$ cat src/rtl/tqvp_rejunity_vga_flip_ctrl.sv
// Page-flip and raster-event scheduler for the double-banked 1-bpp VGA framebuffer.
// Bank swaps are committed only at frame start; also provides a raster-line IRQ and frame counter.
module tqvp_rejunity_vga_flip_ctrl #(
   parameter int Y_BITS         = 10,
   parameter int FRAME_CNT_BITS = 16
) (
   input  logic                clk,
   input  logic                rst_n,
   input  logic [5:0]          address,
   input  logic [31:0]         data_in,
   input  logic [1:0]          data_write_n,
   input  logic [1:0]          data_read_n,
   output logic [31:0]         data_out,
   output logic                data_ready,
   input  logic                frame_start,
   input  logic                line_start,
   input  logic [Y_BITS-1:0]   y,
   output logic                display_bank,
   output logic                write_bank,
   output logic                flip_pending,
   output logic                interrupt
);

   typedef enum logic [1:0] {IDLE, ARMED, COMMIT} state_t;

   localparam logic [FRAME_CNT_BITS-1:0] FC_ONE = 1;

   state_t                    state_q;
   logic                      disp_bank_q;
   logic                      flip_flag_q;
   logic                      raster_flag_q;
   logic                      flip_en_q;
   logic                      raster_en_q;
   logic [9:0]                raster_line_q;
   logic [7:0]                auto_period_q;
   logic [7:0]                auto_cnt_q;
   logic [FRAME_CNT_BITS-1:0] frame_cnt_q;
   logic                      irq_q;

   logic        wr_d, byte_wr_d;
   logic        ctrl_wr_d, raster_wr_d, period_wr_d, status_wr_d;
   logic        auto_req_d, req_d, commit_d, raster_hit_d;
   logic [31:0] rdata_d;
   logic        unused_data;

   assign wr_d        = (data_write_n != 2'b11);
   assign byte_wr_d   = (data_write_n == 2'b00);
   assign ctrl_wr_d   = wr_d && (address == 6'h38);
   assign raster_wr_d = wr_d && (address == 6'h39);
   assign period_wr_d = wr_d && (address == 6'h3A);
   assign status_wr_d = wr_d && (address == 6'h3B);

   // A period write restarts the auto sequence, so it suppresses a coincident auto request.
   assign auto_req_d   = frame_start && !period_wr_d && (auto_period_q != 8'd0) &&
                         ((auto_cnt_q + 8'd1) == auto_period_q);
   assign req_d        = (ctrl_wr_d && data_in[0]) || auto_req_d;
   assign commit_d     = (state_q == ARMED) && frame_start;
   assign raster_hit_d = line_start && (32'(y) == 32'(raster_line_q));

   always_ff @(posedge clk) begin
      if (!rst_n) begin
         state_q       <= IDLE;
         disp_bank_q   <= 1'b0;
         flip_flag_q   <= 1'b0;
         raster_flag_q <= 1'b0;
         flip_en_q     <= 1'b0;
         raster_en_q   <= 1'b0;
         raster_line_q <= 10'd0;
         auto_period_q <= 8'd0;
         auto_cnt_q    <= 8'd0;
         frame_cnt_q   <= '0;
         irq_q         <= 1'b0;
      end else begin
         if (ctrl_wr_d) begin
            flip_en_q   <= data_in[1];
            raster_en_q <= data_in[2];
         end

         if (raster_wr_d)
            raster_line_q <= byte_wr_d ? {2'b00, data_in[7:0]} : data_in[9:0];

         if (period_wr_d) begin
            auto_period_q <= data_in[7:0];
            auto_cnt_q    <= 8'd0;
         end else if (frame_start && (auto_period_q != 8'd0)) begin
            auto_cnt_q <= auto_req_d ? 8'd0 : auto_cnt_q + 8'd1;
         end

         if (frame_start)
            frame_cnt_q <= frame_cnt_q + FC_ONE;

         // Requests outside IDLE are dropped; there is no queue.
         case (state_q)
            IDLE:    if (req_d) state_q <= ARMED;
            ARMED:   if (frame_start) begin
                        state_q     <= COMMIT;
                        disp_bank_q <= ~disp_bank_q;
                     end
            COMMIT:  state_q <= IDLE;
            default: state_q <= IDLE;
         endcase

         if (commit_d)
            flip_flag_q <= 1'b1;
         else if (status_wr_d && data_in[3])
            flip_flag_q <= 1'b0;

         if (raster_hit_d)
            raster_flag_q <= 1'b1;
         else if (status_wr_d && data_in[2])
            raster_flag_q <= 1'b0;

         irq_q <= (flip_flag_q & flip_en_q) | (raster_flag_q & raster_en_q);
      end
   end

   always_comb begin
      rdata_d = 32'd0;
      case (address)
         6'h3B:   rdata_d = {28'd0, flip_flag_q, raster_flag_q, disp_bank_q, (state_q != IDLE)};
         6'h3C:   rdata_d = 32'(frame_cnt_q);
         default: rdata_d = 32'd0;
      endcase
   end

   assign data_out     = (data_read_n != 2'b11) ? rdata_d : 32'd0;
   assign data_ready   = 1'b1;
   assign display_bank = disp_bank_q;
   assign write_bank   = ~disp_bank_q;
   assign flip_pending = (state_q != IDLE);
   assign interrupt    = irq_q;
   assign unused_data  = ^data_in[31:10];

endmodule
$ cat config.mk
export PLATFORM = sky130hd
export DESIGN_NAME = tqvp_rejunity_vga_flip_ctrl
export DESIGN_NICKNAME = d
export VERILOG_FILES = /design/src/rtl/tqvp_rejunity_vga_flip_ctrl.sv
export SDC_FILE = /design/constraint.sdc
export NUM_CORES = 1
export LEC_CHECK = 0
export ABC_CLOCK_PERIOD_IN_PS = 2500
export CAP_MARGIN = 30
export CORE_ASPECT_RATIO = 0.75
export CORE_MARGIN = 2
export CORE_UTILIZATION = 46
export CTS_CLUSTER_DIAMETER = 80
export DETAILED_ROUTE_END_ITERATION = 10
export PLACE_DENSITY = 0.88
export SYNTH_ARGS = -nofsm -noshare
export SYNTH_HDL_FRONTEND = slang
export SYNTH_SLANG_ARGS = --single-unit
$ cat constraint.sdc
create_clock -name clk -period 2.5 [get_ports clk]
set_input_delay 0.25 -clock clk [delete_from_list [all_inputs] [get_ports clk]]
set_output_delay 0.25 -clock clk [all_outputs]
set_load 0.005 [all_outputs]
# ---- Word level (Yosys, flattened, before mapping)
# Cells that the tools add are included.
dict set report classes {
  n_addsub 2
  n_reduce_logical 24
  n_bitwise 5
  n_mux 11
  eq_ne 12
}
# cell count
set ops {}
lappend ops {{$mux 32} 1}
lappend ops {{$pmux 16 s2} 1}
lappend ops {{$eq 6x6->1 const B} 5}
lappend ops {{$add 16x1->16 const B} 1}
lappend ops {{$logic_and 1x1->1} 13}
lappend ops {{$eq 10x10->1} 1}
lappend ops {{$mux 10} 1}
lappend ops {{$add 8x1->8 const B} 1}
lappend ops {{$eq 8x8->1} 1}
lappend ops {{$mux 8} 1}
lappend ops {{$ne 2x2->1 const B} 4}
lappend ops {{$reduce_bool 8->1} 1}
lappend ops {{$reduce_bool 2->1} 3}
lappend ops {{$logic_not 2->1} 2}
lappend ops {{$mux 1} 4}
lappend ops {{$mux 2} 2}
lappend ops {{$pmux 2 s2} 1}
lappend ops {{$reduce_and 2->1} 2}
lappend ops {{$and 1x1->1} 2}
lappend ops {{$eq 2x1->1 const B} 1}
lappend ops {{$not 1->1} 2}
lappend ops {{$reduce_or 2->1} 1}
lappend ops {{$logic_not 1->1} 1}
lappend ops {{$logic_or 1x1->1} 1}
lappend ops {{$or 1x1->1} 1}
dict set report totals {
  input_bits 56
  elab_cells 65
  reg_bits 50
  output_inout_bits 37
}

# ---- Logic depth before layout (Yosys ltp)
dict set report depth {
  word_depth 9
  ltp_mapped 6
  depth_no_buf 6
}

# ---- Worst setup path before layout
# Ideal clock, no wire load.
dict set report synth_timing {
  kind {register -> register}
  startpoint {register auto_cnt_q[0]}
  endpoint {register state_q[0]}
  synth_period_minus_slack_ns 2.085
  setup_ns 0.059
  slack_ns 0.415
  t_required_ns 2.441
  t_arrival_ns 2.025
  stages_incl_launch_ff 7
  path_buffers 0
  cell_sequence {dfxtp_1 -> ha_1 -> xnor2_1 -> xnor2_1 -> or4_4 -> a2111oi_4 -> a31o_1}
}
dict set report synth_between {
  elab_chain_cells 6
}
# item line
set synth_lines {}
lappend synth_lines {{start, declared} 36} ;# logic [7:0] auto_cnt_q;
lappend synth_lines {{start signal, assigned} 86} ;# auto_cnt_q <= auto_req_d ? 8'd0 : auto_cnt_q + 8'd1;
lappend synth_lines {{$add 8x1->8} 55} ;# ((auto_cnt_q + 8'd1) == auto_period_q);
lappend synth_lines {{$eq 8x8->1} 55}
lappend synth_lines {{$logic_and 1x1->1} 54} ;# assign auto_req_d = frame_start && !period_wr_d && (auto_period_q != 8'd0) &&
lappend synth_lines {{$logic_or 1x1->1} 56} ;# assign req_d = (ctrl_wr_d && data_in[0]) || auto_req_d;
lappend synth_lines {{$ne 2x2->1 (no line)} --}
lappend synth_lines {{$reduce_and 2->1 (no line)} --}
lappend synth_lines {{end signal, assigned} 62} ;# state_q <= IDLE;
lappend synth_lines {{end signal, assigned} 94} ;# IDLE: if (req_d) state_q <= ARMED;
lappend synth_lines {{end signal, assigned} 96} ;# state_q <= COMMIT;
lappend synth_lines {{end, declared} 28} ;# state_t state_q;
# Every way passes these cells.
# A chain may end at the register's enable or synchronous reset.

# ---- Worst setup path in the final report
dict set report layout_timing {
  startpoint {input port address[2]}
  endpoint {output port data_out[3]}
}
dict set report layout_between {
  elab_chain_cells 3
  word_cells_on_any_way 4
  cone_classes {2 x eq/ne; 2 x mux}
}
# item line
set layout_lines {}
lappend layout_lines {{start, declared} 9} ;# input logic [5:0] address,
lappend layout_lines {{$eq 6x6->1} 119} ;# case (address)
lappend layout_lines {{$pmux 16 s2 (*)} 119}
lappend layout_lines {{$mux 32 (*)} 126} ;# assign data_out = (data_read_n != 2'b11) ? rdata_d : 32'd0;
lappend layout_lines {{end, declared} 13} ;# output logic [31:0] data_out,
# Mark *: on every way between the ends. The rest lies on a longest branch, timed or not.

==> impl_metrics.tcl <==
set metrics [dict create \
    power_density_nw_per_um2 417 \
    drv_slew 0 \
    layout_min_cycle_time_ns 2.38 \
    cp_top_family "buffers and inverters" \
    synthCells 317 \
    clkSinkCount 50 \
    core_sq_um 5860 \
    crit_required_ns 2.25 \
    finalCritPeriodShare_pct 95.1 \
    cp-start-kind "primary input" \
    hold_path.class "register to register" \
    post_drt_wl_per_cell_microns 13.9 \
    synth-edff-count 0 \
    cap_violations 0 \
    grt_max_degree 41 \
    r2r_start "auto_cnt_q[1]" \
    ys_seq_elements 50 \
    fin_skew_ns 0.00529 \
    slowest_delay_ns 0.51 \
    rr_worst_depth 7 \
    rr_endpoint "auto_cnt_q[3]" \
    fill_cells 527 \
    fp.dieH_microns 71.5 \
    arrival_ns 2.13 \
    post-place-ws_ns 0.0741 \
    setup_violations 0 \
    r2r_slack_ns 0.26 \
    path_max_fanout 6 \
    die_area_sq_um 6730 \
    crit_buf_inv 2 \
    multi_input_area_sq_um 1630 \
    holdPathEnd "raster_line_q[8]" \
    clock_path_buffers 2 \
    cpMostUsedCell "clkdlybuf4s50_1" \
    synthFlopType "dfxtp_1" \
    insertedDiodeCount 0 \
    synthArstFlopShare_pct 0 \
    grt_util_all_layers_pct 19.6 \
    layout.nets 430 \
    grt_pass1_vias 2316 \
    firstDrtPassIters 4 \
    worst_slack_ns 0.122 \
    initial_core_util_pct 47.8 \
    end_kind "output pin" \
    io_buffers 53 \
    avgSynthCellArea_sq_um 8.83 \
    ys_seq_area_share_pct 35.8 \
    drive_gt1_share_pct 8.31 \
    antenna_left 0 \
    cts-root-buf "clkbuf_8" \
    seq_area_sq_um 1000 \
    yosysWarnings 0 \
    dpl.cell_count 443 \
    drc_errors 0 \
    drtIter0Drc 95 \
    cts.htree.levels 2 \
    worstPathCellList "clkdlybuf4s50_1 -> and4b_1 -> and3_1 -> a22oi_1 -> a21oi_1 -> clkdlybuf4s50_1" \
    cts.clk_slew.worst_paths_ns 0.10 \
    irDropWorstVdd_mv 0.295 \
    grt_antenna_before_repair 0 \
    synth_area_sq_um 2800 \
    grt_pass1_wl_mm 10.6 \
    num_rows 24 \
    status "complete, no violations" \
    cts_tree "done" \
    gp_congestion 0.875 \
    instances_no_fill 451 \
    wirelength_mm 6.28 \
    p_leak_nw 1.30 \
    total_power_mw 1.44 \
    fmax_mhz 420 \
    fin_util_pct 59.0 \
    min-delay-start "raster_line_q[8]" \
    final-hold-violation-count 0 \
    holdBufCountCts 0 \
    viasPerCell 5.22 \
    synthDistinctLibCells 52 \
    area_growth_pct 23.4 \
    clock_latency_ns 0.31 \
    die_w_microns 94.1 \
    slowest_stage "clkdlybuf4s50_1" \
    slew_headroom_pct 64.3 \
    io_pins 93 \
    overflow 0 \
    via_count 2353 \
    whs_path_depth 2 \
    dp_hpwl_mm 4.90 \
    critPathKind "primary input to output pin" \
    max_slew.worst_pin.slew_ns 0.533 \
    cts-buffers-inserted 5 \
]
## tightest hold or removal path, delay by kind of cell, from the launching register on
kind            cells  cell delay [ns]
simple gates        1             0.07
compound gates      1             0.05
flops               1             0.34
## layout by cell type (no fill, tap or decap), types with 4 or more instances in the layout
cell type         n
clkdlybuf4s50_1  53
nand3_1          16
mux2i_1          20
dfxtp_1          50
and2_1           13
nand2_1          14
a21oi_1          11
buf_4             9
clkbuf_8          5
inv_1             7
conb_1           17
xor2_1           15
o211ai_1          4
a22oi_1           5
nand4_1          10
xnor2_1          21
nor3_1            9
nor2_1           35
and3_1            5
## where the power goes
group	internal, mW	switching [mW]	total [mW]
logic	0.0716	0.0607	0.132
registers	0.802	0.00801	0.810
clock network	0.208	0.290	0.497
## Yosys cell counts (2+ instances only)
cell	number	share of area (%)
buf_4	18	4.8
a21oi_1	11	2.0
o21ai_1	2	0.36
inv_1	7	0.94
and4_1	3	0.94
and4b_1	2	0.72
or3_1	3	0.67
a31oi_1	3	0.67
nor3_1	9	1.6
mux2i_1	20	7.2
buf_6	3	1.2
nand2b_1	2	0.45
a22oi_1	5	1.3
a31o_2	2	0.63
buf_1	2	0.27
clkbuf_1	6	0.80
nand3_1	16	2.9
and3_1	5	1.1
o211ai_1	4	1.1
o31ai_1	2	0.54
ha_1	2	0.89
dfxtp_1	50	36
or4_1	3	0.80
xor2_1	15	4.7
nand4_1	10	2.2
o21ai_0	3	0.54
nand2_1	14	1.9
conb_1	2	0.27
o21a_1	2	0.54
xnor2_1	21	6.6
nor2_1	37	5.0
and2_1	13	2.9
## flip-flops by register name, indices dropped and copies added, names as in the netlist
name / flops
raster_en_q: 1
frame_cnt_q: 16
raster_flag_q: 1
display_bank: 1
raster_line_q: 10
flip_en_q: 1
state_q: 2
flip_flag_q: 1
auto_period_q: 8
auto_cnt_q: 8
interrupt: 1
## metal layers
metal | track usage, % | wire length [microns] | up-vias | share of wire (%)
li1 | - | - | 1179 | -
met1 | 24.6 | 2850 | 1111 | 45
met2 | 33.9 | 3060 | 55 | 49
met3 | 5.15 | 290 | 8 | 4.6
met4 | 4.99 | 82 | 0 | 1.3
met5 | 0 | 0 | - | 0
## metrics by stage
stage / cell area (sq um) / setup TNS, ns / hold WS (ns)
final: 3450 / 0 / 0.494
after global routing: 3450 / -0.0265 / 0.531
after CTS: 3450 / 0 / 0.497
after detailed placement: 3350 / 0 / 0.481
after global placement: 3350 / 0 / 0.464
after floorplan: 2850 / 0 / 0.368
## worst max path at each step
stage / start / end / cells past startpoint
CTS: address[0] / data_out[10] / 8
global route: address[0] / data_out[8] / 8
detailed placement: address[0] / data_out[10] / 8
floorplan: auto_cnt_q[0] / state_q[0] / 6
finish: address[2] / data_out[3] / 6
global placement: address[2] / data_out[0] / 6
## logic make-up (layout without fill, tap and decap cells)
family	Yosys count	in the layout	synth area share [%]
adder cells (fa/ha/maj)	2	2	0.894
XOR/XNOR	38	38	12.7
buffers and inverters	36	77	8.05
AND/OR/NAND/NOR	128	128	24.6
AO/OA/AOI/OAI	41	41	10.5
flip-flops	50	50	35.8
other	2	17	0.268
multiplexers	20	20	7.16
## layout make-up
class | instances | area share [%]
Inverter | 7 | 0.761
Tap cell | 78 | 2.83
Clock inverter | 3 | 0.833
Sequential cell | 50 | 29.0
Timing Repair Buffer | 62 | 17.3
Multi-Input combinational cell | 246 | 47.3
Clock buffer | 5 | 1.99
## what timing repair did
item                                    4_1_cts  5_1_grt
gates resized for setup                       0        2
endpoints found under the setup margin        0       11
setup buffers                                 0        0
No activity file was read; power rests on OpenSTA's default activity.
